<file path="config.mk">
export PLATFORM = sky130hd
export DESIGN_NAME = gpia_port
export DESIGN_NICKNAME = d
export VERILOG_FILES = /design/src/rtl/gpia_pkg.sv /design/src/rtl/gpia_lane.sv /design/src/rtl/gpia_port.sv
export SDC_FILE = /design/constraint.sdc
export NUM_CORES = 1
export LEC_CHECK = 0
export BUFFER_PORTS_ARGS = -buffer_cell sky130_fd_sc_hd__buf_4
export CAP_MARGIN = 20
export CORE_ASPECT_RATIO = 1.2
export CORE_MARGIN = 4
export CORE_UTILIZATION = 47
export DETAILED_ROUTE_END_ITERATION = 8
export HOLD_SLACK_MARGIN = 0.1
export PLACE_DENSITY = 0.77
export RECOVER_POWER = 100
export SYNTH_ARGS = -nofsm -noshare
export SYNTH_HDL_FRONTEND = slang
export SYNTH_SLANG_ARGS = --single-unit
</file>
<file path="constraint.sdc">
create_clock -name clk_i -period 1.25 [get_ports clk_i]
set_input_delay 0.25 -clock clk_i [delete_from_list [all_inputs] [get_ports clk_i]]
set_output_delay 0.25 -clock clk_i [all_outputs]
set_load 0.01 [all_outputs]
</file>
<file path="src/rtl/gpia_pkg.sv">
// Shared definitions for the general-purpose I/O port: q update mode encodings
// and the per-lane update function.
package gpia_pkg;

  typedef enum logic [1:0] {
    GPIA_MODE_LOAD = 2'b00,
    GPIA_MODE_SET  = 2'b01,
    GPIA_MODE_CLR  = 2'b10,
    GPIA_MODE_TOG  = 2'b11
  } gpia_mode_e;

  localparam int GPIA_LANE_BITS = 8;

  function automatic logic [GPIA_LANE_BITS-1:0] gpia_apply(
    input gpia_mode_e                mode,
    input logic [GPIA_LANE_BITS-1:0] q,
    input logic [GPIA_LANE_BITS-1:0] d
  );
    logic [GPIA_LANE_BITS-1:0] r;
    r = q;
    case (mode)
      GPIA_MODE_LOAD: r = d;
      GPIA_MODE_SET:  r = q | d;
      GPIA_MODE_CLR:  r = q & ~d;
      GPIA_MODE_TOG:  r = q ^ d;
      default:        r = q;
    endcase
    return r;
  endfunction

endpackage

</file>
<file path="src/rtl/gpia_lane.sv">
// One byte lane of the I/O port: output register, input synchroniser and
// sticky rising-edge event flags (event logic only with GPIA_PORT_IRQ_EN).
module gpia_lane
  import gpia_pkg::*;
#(
  parameter int SYNC_STAGES = 2
) (
  input  logic       clk_i,
  input  logic       res_i,
  input  logic [1:0] mode_i,
  input  logic       stb_i,
  input  logic [7:0] d_i,
  input  logic       clr_i,
  input  logic [7:0] pin_i,
  output logic [7:0] q_o,
  output logic [7:0] pin_o,
  output logic [7:0] ev_o
);

  logic [7:0] q_reg;
  logic [7:0] sync_reg [SYNC_STAGES];

  always_ff @(posedge clk_i) begin
    if (res_i) begin
      q_reg <= '0;
    end else if (stb_i) begin
      q_reg <= gpia_apply(gpia_mode_e'(mode_i), q_reg, d_i);
    end
  end

  always_ff @(posedge clk_i) begin
    if (res_i) begin
      for (int i = 0; i < SYNC_STAGES; i++) sync_reg[i] <= '0;
    end else begin
      sync_reg[0] <= pin_i;
      for (int i = 1; i < SYNC_STAGES; i++) sync_reg[i] <= sync_reg[i-1];
    end
  end

  assign q_o   = q_reg;
  assign pin_o = sync_reg[SYNC_STAGES-1];

`ifdef GPIA_PORT_IRQ_EN
  logic [7:0] dly_reg;
  logic [7:0] ev_reg;
  logic [7:0] ev_next;

  // A fresh edge wins over a coincident write-1-to-clear of the same bit.
  assign ev_next = (ev_reg & ~({8{clr_i}} & d_i)) | (pin_o & ~dly_reg);

  always_ff @(posedge clk_i) begin
    if (res_i) begin
      dly_reg <= '0;
      ev_reg  <= '0;
    end else begin
      dly_reg <= pin_o;
      ev_reg  <= ev_next;
    end
  end

  assign ev_o = ev_reg;
`else
  logic unused_clr;
  assign unused_clr = clr_i;
  assign ev_o       = '0;
`endif

endmodule

</file>
<file path="src/rtl/gpia_port.sv">
// General-purpose I/O port: LANES byte lanes plus a registered interrupt.
// Event flags and irq_o are present only when GPIA_PORT_IRQ_EN is defined.
module gpia_port
  import gpia_pkg::*;
#(
  parameter  int WIDTH       = 64,
  parameter  int SYNC_STAGES = 2,
  localparam int LANES       = WIDTH / 8
) (
  input  logic             clk_i,
  input  logic             res_i,
  input  logic [1:0]       mode_i,
  input  logic [WIDTH-1:0] d_i,
  input  logic [LANES-1:0] stb_i,
  output logic [WIDTH-1:0] q_o,
  input  logic [WIDTH-1:0] pin_i,
  output logic [WIDTH-1:0] pin_o,
  input  logic [LANES-1:0] evclr_i,
  output logic [WIDTH-1:0] ev_o,
  output logic             irq_o
);

  for (genvar gi = 0; gi < LANES; gi++) begin : g_lane
    gpia_lane #(
      .SYNC_STAGES(SYNC_STAGES)
    ) u_lane (
      .clk_i (clk_i),
      .res_i (res_i),
      .mode_i(mode_i),
      .stb_i (stb_i[gi]),
      .d_i   (d_i[gi*8 +: 8]),
      .clr_i (evclr_i[gi]),
      .pin_i (pin_i[gi*8 +: 8]),
      .q_o   (q_o[gi*8 +: 8]),
      .pin_o (pin_o[gi*8 +: 8]),
      .ev_o  (ev_o[gi*8 +: 8])
    );
  end

`ifdef GPIA_PORT_IRQ_EN
  logic irq_reg;

  always_ff @(posedge clk_i) begin
    if (res_i) irq_reg <= 1'b0;
    else       irq_reg <= |ev_o;
  end

  assign irq_o = irq_reg;
`else
  assign irq_o = 1'b0;
`endif

endmodule

</file>
Yosys cells after proc, flatten, opt, wreduce, memory -nomap -nowiden --
Memories as Yosys holds them, arrays and structs flattened. Cells that the tools add are included.
Storage, ports and cells: register bits after elaboration 64, memory bits (writable) 128, bits of input ports 148, output and inout port bits 193, word-level logic and storage cells 95, memories 8
Memory list:
- g_lane[0].u_lane.sync_reg | words 2, bits a word 8, read ports 2, clocked after memory_dff 0, write ports 2, line gpia_lane.sv:21 | logic [7:0] sync_reg [SYNC_STAGES];
- g_lane[1].u_lane.sync_reg | words 2, bits a word 8, read ports 2, clocked after memory_dff 0, write ports 2, line gpia_lane.sv:21
- g_lane[2].u_lane.sync_reg | words 2, bits a word 8, read ports 2, clocked after memory_dff 0, write ports 2, line gpia_lane.sv:21
- g_lane[3].u_lane.sync_reg | words 2, bits a word 8, read ports 2, clocked after memory_dff 0, write ports 2, line gpia_lane.sv:21
- g_lane[4].u_lane.sync_reg | words 2, bits a word 8, read ports 2, clocked after memory_dff 0, write ports 2, line gpia_lane.sv:21
- g_lane[5].u_lane.sync_reg | words 2, bits a word 8, read ports 2, clocked after memory_dff 0, write ports 2, line gpia_lane.sv:21
- +2 memories
Operators by class: equal/unequal tests 3, mux-type cells 27, bitwise operators 48, reduce and logical (&&, ||, !) cells 1
Operators by type and width (count):
- case mux 8 bit (4 select lines) | 8
- 2-to-1 mux 8 bit | 16
- AND 8 bit | 8
- NOT 8 bit | 8
- OR 8 bit | 8
- bitwise XOR 8 bit | 8
- OR 1 bit | 16
- == test 2 bit, second input constant | 2
- 2-to-1 mux 1 bit | 3
- == test 2 x 1 -> 1 bit, second input constant | 1
- logical NOT 2 bit | 1

Longest topological paths before layout --
depth after elaboration 3, gate-level depth with buffers 6, mapped depth without buffers 5

Modules after synthesis --
Synthesis repeated with hierarchy kept, for this count alone.
Unflattened totals: cells, all modules 1125, area, all modules 11000.6 µm²
By module, submodules not included:
- gpia_lane at g_lane[3].u_lane ... | times used 5, cells each 140, area each 1378.8 µm², sequential area each 480.5 µm²
- gpia_lane at g_lane[0].u_lane ... | times used 3, cells each 141, area each 1365.1 µm², sequential area each 480.5 µm²
- gpia_port | times used 1, cells each 2, area each 11.3 µm², sequential area each 0.0 µm²

Least setup slack after synthesis --
OpenSTA, ideal clock, no wires.
kind reg2reg, start point reg g_lane[7].u_lane.q_reg[7], end point reg g_lane[7].u_lane.q_reg[7], setup time 122 ps, data arrival time 1273 ps, required time 1128 ps, slack -145 ps, stages on the path, launching flop included 5, buffers on the path 0, clock period less this slack 1395 ps, cell sequence dfxtp_1 -> inv_1 -> ha_1 -> mux2_4 -> a221o_1
On the way: cells in the longest elaborated chain, start to end 2, elaborated cells between the ends (all ways) 4, those cells by class mux: 1; bitwise: 3
Ends and longest elaborated chain:
- start, declared | line gpia_lane.sv:20 | logic [7:0] q_reg;
- start signal, assigned | line gpia_lane.sv:27 | q_reg <= gpia_apply(gpia_mode_e'(mode_i), q_reg, d_i);
- bitwise XOR 8 bit (tied with other cells) | line gpia_pkg.sv:25 | GPIA_MODE_TOG: r = q ^ d;
- case mux 8 bit (4 select lines) (*) | line gpia_pkg.sv:21 | case (mode)
Every way passes the cells marked *; elsewhere a longest branch is shown, timed or not. A chain may end at the register's enable or synchronous reset.

Worst setup path after layout --
start point reg g_lane[5].u_lane.q_reg[0], end point reg g_lane[5].u_lane.q_reg[0]
On the way: cells in the longest elaborated chain, start to end 2, elaborated cells between the ends (all ways) 4, those cells by class mux: 1; bitwise: 3
Ends and longest elaborated chain (line):
- start, declared | gpia_lane.sv:20
- start signal, assigned | gpia_lane.sv:27
- bitwise XOR 8 bit (tied with other cells) | gpia_pkg.sv:25
- case mux 8 bit (4 select lines) (*) | gpia_pkg.sv:21
Marked as above.

==> run summary <==
Status - finished with violations
Failing checks - negative setup slack
Initial antenna violation count - 0
Critical Path AT - 1.60 ns
Sequential share of power - 45.1%
Deepest clock path buffer count - 2
Synth Area in Compound Gates - 12.6%
Drt first pass iters - 4
Post-route cell area - 13,300 um2
Clk pwr share - 36.3%
Crit end category - register
Fin nets - 1,657
Syn Area/Cell - 9.43 um2
Largest family of logic cells by synthesized area - buffers and inverters
Row cnt - 59
Max-cap violations - 0
Largest register FFs - 128
Initial core utilization - 48.2%
First-pass GRT wire length - 37.4 mm
Layout area overhead - 26.4%
Unrepaired setup endpoints after global routing - true
Worst slew pin tran - 0.723 ns
Relative slew margins - 51.8%
Worst hold path class - primary input to register
Crit path time final - 1.29 ns
Dpl cells - 1,578
Slew Viols, Final - 0
Sw Share - 29.0%
WHS - 0.172 ns
Total power - 0.0149 W
Crit Path Max Fanout - 3
Fin cells - 1,668
Startpoint Class - register
Setup Viol. Count Final - 6
Ant diodes - 0
TritonCTS Buffers - 17
Root buf cell - clkbuf_16
Final Util - 61.0%
Seq cells post-synth - 192
CTS Sinks - 192
Share of cells above drive strength 1 - 24.7%
Layout fillers - 1,866
Tcrit/Tclk final - 103%
F_max - 776 MHz
Cell-internal power - 0.0106 W
Total Wirelength - 24.4 mm
Gr usage total - 18.6%
Io pins - 341
CP required - 1.56 ns
Crit path kind - register to register
Initial DRC Count - 262
Post-Synth Simple-Gate Area - 12.3%
Final WS setup - -0.0379 ns
Largest cells by area after synthesis - dfxtp_1 36%, ha_1 15%, buf_4 9.3%
Die area - 24,900 um2
Largest net degree at the start of global routing - 57
Post-synthesis xor/xnor area fraction - 0%
Largest area contributor in the netlist - dfxtp_1
Reg clk slew, reported paths - 0.08 ns
Final Hold Fails - 0
Post-DP HPWL - 17.6 mm
Number of global-route vias before repair - 7,815
Htree depth - 4
Cell Area, Synth - 10,500 um2
Buffers on Ports - 267
Register area share after synthesis - 36.5%
Final Skew - 0.0106 ns
Gpl congestion - 0.822
Logic pwr share - 18.6%
DRC viols - 0
TritonCTS clock tree - yes
Psw - 0.00433 W
Horiz. Die Dim - 145 um
Leak Pwr - 6.38 nW
Synth Instances - 1,118
Via count - 7,955
Clk Latency, worst-skew pair - 0.42 ns
Mux cell area share after synthesis - 5.99%
Post-synthesis adder-cell area fraction - 15.2%
Dpl cell area - 12,300 um2
Vias per std cell - 4.77
Die Y-Extent - 172 um
Synth top area share - 36.5%
VDD IR-drop max - 0.000867 V
Routed Antenna Nets - 0
Synth cell types - 32
Per-cell routed wire length - 14.6 um
Congestion Overflow GR - 0
Ys Warns - 0
Power Density - 1120 nW/um2
Core area - 21,900 um2
[Yosys cell counts]
cell	number
dfxtp_1	192
nor2b_1	148
buf_4	130
ha_1	128
inv_1	128
nand2_1	59
o21ai_0	57
mux2i_1	53
o21bai_1	47
a221oi_1	45
clkbuf_1	36
buf_2	11
a211oi_1	10
nor2_1	10
a2111oi_1	7
buf_6	7
a221o_1	6
and2_1	6
buf_1	6
mux2_4	6
nor3_1	6
a2111oi_2	3
buf_8	3
nor3b_1	3
a221oi_2	2
and3b_1	2
buf_12	2
conb_1	1
mux2_2	1
nand4b_1	1
o21ai_1	1
o311ai_0	1
[final cells by class]
class                      count  area [um2]  area share, %
multi-input combinational    667        5250           39.4
sequential                   192        3890           29.2
timing repair buffer         375        2770           20.8
inverter                     128         480           3.60
clock buffer                  18         429           3.22
tap                          274         343           2.57
clock inverter                14         166           1.25
[cells in the final DEF (no fill, tap or decap), types with 8 or more instances in the layout]
cell,n
o21bai_1,47
dfxtp_2,36
buf_6,11
buf_4,176
inv_2,9
clkbuf_1,71
clkbuf_2,29
o21ai_0,54
clkbuf_16,17
inv_1,119
nor2_1,10
nand2_1,59
ha_1,119
mux2i_1,53
dlygate4sd3_1,64
conb_1,65
ha_4,9
clkbuf_4,18
nor2b_1,148
a211oi_1,8
dfxtp_1,155
a221oi_1,45
[critical path, cell delays in order, from the launching register on]
cell and delay, ns:
dfxtp_2 0.36, inv_2 0.06, ha_4 0.20, mux2_4 0.25, a221o_1 0.31
[power by group through the flow]
stage | Clock [W] | Combinational, W | Sequential, W
final | 0.00543 | 0.00278 | 0.00674
after CTS | 0.00559 | 0.00287 | 0.00674
after floorplan | 0 | 0.00172 | 0.00689
after global placement | 0 | 0.00262 | 0.00682
after detailed placement | 0 | 0.00273 | 0.00683
after global routing | 0.00580 | 0.00312 | 0.00679
[logic make-up (layout without fill, tap and decap cells)]
group / Yosys count / count (layout)
muxes: 60 / 60
AOI/OAI and AO/OA: 179 / 179
DFF: 192 / 192
adders and majority gates: 128 / 128
buffers and inverters: 323 / 535
other: 1 / 65
and+or+nand+nor: 235 / 235
[metal layers]
| layer | track usage, % | routed length, um | vias up |
|---|---|---|---|
| li1 | - | - | 3985 |
| met5 | 0 | 0 | - |
| met3 | 4.29 | 1250 | 43 |
| met4 | 7.63 | 799 | 0 |
| met1 | 19.7 | 9220 | 3717 |
| met2 | 35.0 | 13100 | 210 |
[worst paths after layout]
| kind | cells after the start | start | slack, ns | end |
|---|---|---|---|---|
| setup / recovery | 4 | g_lane[5].u_lane.q_o[0] | -0.04 | g_lane[5].u_lane.q_o[0] |
| hold / removal | 3 | stb_i[4] | 0.17 | g_lane[4].u_lane.q_o[0] |
| setup reg to reg | 4 | g_lane[5].u_lane.q_o[0] | -0.04 | g_lane[5].u_lane.q_o[0] |
| hold reg to reg | 1 | g_lane[0].u_lane.sync_reg[0][5] | 0.43 | g_lane[0].u_lane.sync_reg[0][13] |
[stage by stage]
stage	setup TNS [ns]	setup slack, ns
after CTS	-0.153	-0.0330
after global routing	-1.09	-0.0716
after global placement	-7.13	-0.153
final	-0.119	-0.0379
after detailed placement	-9.16	-0.230
after floorplan	-0.0343	-0.00880
[what timing repair did]
item	CTS	global route
setup buffers	3	6
pin swaps	0	15
hold buffers	64	0
hold endpoints to repair	64	0
gates resized for setup	44	53
setup endpoints to repair	31	65
No activity file was read; power rests on OpenSTA's default activity.
